<file path="src/rtl/ones_comp_checksum.sv">
// Packet checksum engine: folds 4-bit words with end-around-carry addition and
// returns the one's-complement result with a word count and truncation flag.
module ones_comp_checksum #(
  parameter int unsigned MAX_WORDS = 15
) (
  input  logic       clk,
  input  logic       reset,
  input  logic [3:0] in_data,
  input  logic       in_valid,
  input  logic       in_last,
  output logic       in_ready,
  output logic [3:0] out_sum,
  output logic [3:0] out_count,
  output logic       out_trunc,
  output logic       out_valid,
  input  logic       out_ready
);

  typedef enum logic [1:0] {
    IDLE,
    ACCUM,
    DONE
  } state_t;

  localparam logic [3:0] MAX_W = 4'(MAX_WORDS);

  state_t     state_q, state_d;
  logic [3:0] acc_q, count_q;
  logic       trunc_q;

  logic [4:0] sum_wide;
  logic [3:0] acc_eac;
  logic [3:0] count_inc;
  logic       take;
  logic       at_limit;
  logic       consume;

  assign in_ready  = (state_q != DONE);
  assign out_valid = (state_q == DONE);
  assign out_sum   = ~acc_q;
  assign out_count = count_q;
  assign out_trunc = trunc_q;

  // acc and count are zero in IDLE, so the same add/increment also loads the first word
  always_comb begin
    sum_wide  = {1'b0, acc_q} + {1'b0, in_data};
    acc_eac   = sum_wide[3:0] + {3'b000, sum_wide[4]};
    count_inc = count_q + 4'd1;
    take      = in_valid && in_ready;
    at_limit  = (count_inc == MAX_W);
    consume   = out_valid && out_ready;
  end

  always_comb begin
    state_d = state_q;
    unique case (state_q)
      IDLE, ACCUM: begin
        if (take) begin
          state_d = (in_last || at_limit) ? DONE : ACCUM;
        end
      end
      DONE: begin
        if (out_ready) state_d = IDLE;
      end
      default: state_d = IDLE;
    endcase
  end

  always_ff @(posedge clk or posedge reset) begin
    if (reset) begin
      state_q <= IDLE;
      acc_q   <= '0;
      count_q <= '0;
      trunc_q <= 1'b0;
    end else begin
      state_q <= state_d;
      if (take) begin
        acc_q   <= acc_eac;
        count_q <= count_inc;
        trunc_q <= at_limit && !in_last;
      end else if (consume) begin
        acc_q   <= '0;
        count_q <= '0;
        trunc_q <= 1'b0;
      end
    end
  end

endmodule

</file>
<file path="config.mk">
export PLATFORM = sky130hd
export DESIGN_NAME = ones_comp_checksum
export DESIGN_NICKNAME = d
export VERILOG_FILES = /design/src/rtl/ones_comp_checksum.sv
export SDC_FILE = /design/constraint.sdc
export NUM_CORES = 1
export LEC_CHECK = 0
export ABC_CLOCK_PERIOD_IN_PS = 2980
export CORE_UTILIZATION = 46
export CTS_BUF_LIST = sky130_fd_sc_hd__clkbuf_16
export DETAILED_ROUTE_END_ITERATION = 16
export MAX_ROUTING_LAYER = met4
export PLACE_DENSITY = 0.77
export SLEW_MARGIN = 10
export SYNTH_ARGS = -nofsm -noshare
export SYNTH_HDL_FRONTEND = slang
export SYNTH_SLANG_ARGS = --single-unit
</file>
<file path="constraint.sdc">
create_clock -name clk -period 2.98 [get_ports clk]
set_input_delay 0.447 -clock clk [delete_from_list [all_inputs] [get_ports clk]]
set_output_delay 0.447 -clock clk [all_outputs]
set_load 0.01 [all_outputs]
</file>
==> impl_metrics.toml <==
[drt]
detail_route.wl_per_cell_microns = 13.23
drt_iter0_drc = 5
vias = 616
drc = 0
wl_met3_microns = 77
avgViaCountPerCell = 5.500
first_pass_iters = 4
top_layer = "met4"
met1_length_microns = 658
ant_nets = 0
wl_met2_microns = 698
drt-total-wl_mm = 1.482

[synth]
avgSynthCellArea_sq_um = 10.20
synth_area_sq_um = 744.5
ys_warn_count = 0
synth_flop_cell = "dfrtp_1"
netlist_instances = 73
synth-edff-count = 0
synth_seq_cells = 11
syn_nets = 91
yosysSeqAreaShare_pct = 36.97
synthDistinctLibCells = 27
async_flop_share_pct = 100.0

[place]
place_ws_ns = 0.1339
port_buffers = 19
gp_congestion = 0.8252
post-dp-hpwl_mm = 1.133

[sta]
rsz0062_at_grt = "no"
timing.hold.ws_ns = 0.4978
fin_crit_sh_pct = 86.62
finalMaxSlewViolations = 0
hold_violations = 0
skew_ns = 0.0009932
setup-tns-final_ns = 0
fmax_ghz = 0.3874
min_period_ns = 2.581
tightestPinTransition_ns = 0.5317
setup_viol = 0
maxSlewHeadroom_pct = 63.85
setup_slack_ns = 0.3986

[global_route]
grt.overflow.total = 0
grt_max_degree = 12
track_usage_pct = 20.65
grt_pass1_wl_mm = 2.594
antenna_found_initial = 0
grt_pass1_vias = 642

[layout]
layout_commonest_cell = "clkdlybuf4s50_1"
fin_nets = 115
areaGrowthSynthToFinish_pct = 38.82
n_antenna_cell = 0
mostFrequentLayoutCells = "clkdlybuf4s50_1 (19), inv_1 (11), dfrtp_1 (11)"
layout-drive-gt1-share_pct = 7.292

[setup_path]
worstSetupStartpointType = "input pin"
critical_path.endpoint_type = "flop"
rr_worst_depth = 10
critPathKind = "in2reg"
worstPathArrival_ns = 2.71
worstPathRequired_ns = 3.11
crit_fanout = 2

[clock_network]
cts_tree = "built"
root_buffer = "clkbuf_16"
cts_hold_buf = 0
htree_levels = 1
clock-sinks = 11
clock_latency_ns = 0.24
clk_pin_slew_ns = 0.04
clk_path_buf_depth = 2
cts_made_buffers = 3
cts_resized = 0
cts_setup_buffers = 0

[power_and_ir_drop]
power.density_nw_per_um2 = 879.2
power.total_mw = 0.9087
power.leakage_nw = 0.5079
ir_drop_mv = 0.6043

[floorplanning]
dieArea_sq_um = 1783
start_util_pct = 49.42
core_sq_um = 1506
die_y_microns = 42.23
pin_count = 20
rows = 14
chipWidth_microns = 42.23

[min_path]
holdPathStages = 1
hp-class = "reg2reg"

[flow_run]
maxCapViolCount = 0

[run_status]
status = "finished, final reports clean"
## per-layer routing
layer,global-route usage [%],up-vias
li1,-,300
met1,22.35,291
met2,32.92,20
met3,3.879,5
met4,16.25,0
met5,-,-
## power breakdown
part,internal [mW],switching (mW),total [mW],leakage [nW]
combinational,0.236,0.182,0.418,0.324
clock,0.176,0.0644,0.240,0.0423
sequential,0.198,0.0519,0.250,0.142
## cell families after synthesis
kind of cell               synth area share (%)
buffers and inverters                     5.546
adders and majority gates                 16.14
muxes                                     1.848
AOI/OAI and AO/OA                         19.16
xor gates and xnor gates                  6.555
DFF                                       36.97
and+or+nand+nor                           13.78
## critical path: stages
cell and delay, ns:
clkdlybuf4s50_1 0.46, ha_1 0.17, inv_1 0.05, fa_1 0.40
nor2b_1 0.12, o21ai_0 0.08, nand2b_1 0.08, ha_1 0.19
nor3b_2 0.21, xnor3_1 0.32, a22o_1 0.18
## Yosys cell counts, types with 2 or more instances
cell	number	area share (%)
dfrtp_1	11	37
ha_1	8	13
nand2b_1	4	3.4
o21ai_0	5	3.4
a21o_1	3	3.0
nor2_1	2	1.0
nand2_1	4	2.0
a22o_1	4	4.7
a21oi_1	2	1.3
xor2_1	3	3.5
nor2b_1	2	1.7
inv_1	10	5.0
## area by class of cell
| class | instances | area, sq um |
|---|---|---|
| multi-input combinational | 51 | 427.9 |
| inverter | 11 | 41.29 |
| clock inverter | 1 | 3.754 |
| fill | 114 | 473.0 |
| clock buffer | 3 | 75.07 |
| tap | 16 | 20.02 |
| sequential | 11 | 275.3 |
| timing repair buffer | 19 | 190.2 |
## through the flow
| step | area [sq um] | instances | utilization, % |
|---|---|---|---|
| floorplan | 744.5 | 73 | - |
| global placement | 954.7 | 108 | 63.37 |
| detailed placement | 954.7 | 108 | 63.37 |
| CTS | 1033 | 112 | 68.60 |
| global route | 1033 | 112 | 68.60 |
| finish | 1033 | 112 | 68.60 |
## registers in the layout, indices dropped and copies added (netlist names)
| signal | count |
|---|---|
| acc_q | 4 |
| out_count | 4 |
| out_trunc | 1 |
| state_q | 2 |
## worst paths after layout
kind | from | to | slack (ns)
setup / recovery | in_data[0] | acc_q[3] | 0.40
hold / removal | out_trunc | out_trunc | 0.50
setup reg to reg | acc_q[0] | acc_q[3] | 0.69
hold reg to reg | out_trunc | out_trunc | 0.50
max in group asynchronous | reset | acc_q[1] | 2.17
min in group asynchronous | reset | out_count[3] | 0.51
No activity file was read; power rests on OpenSTA's default activity.
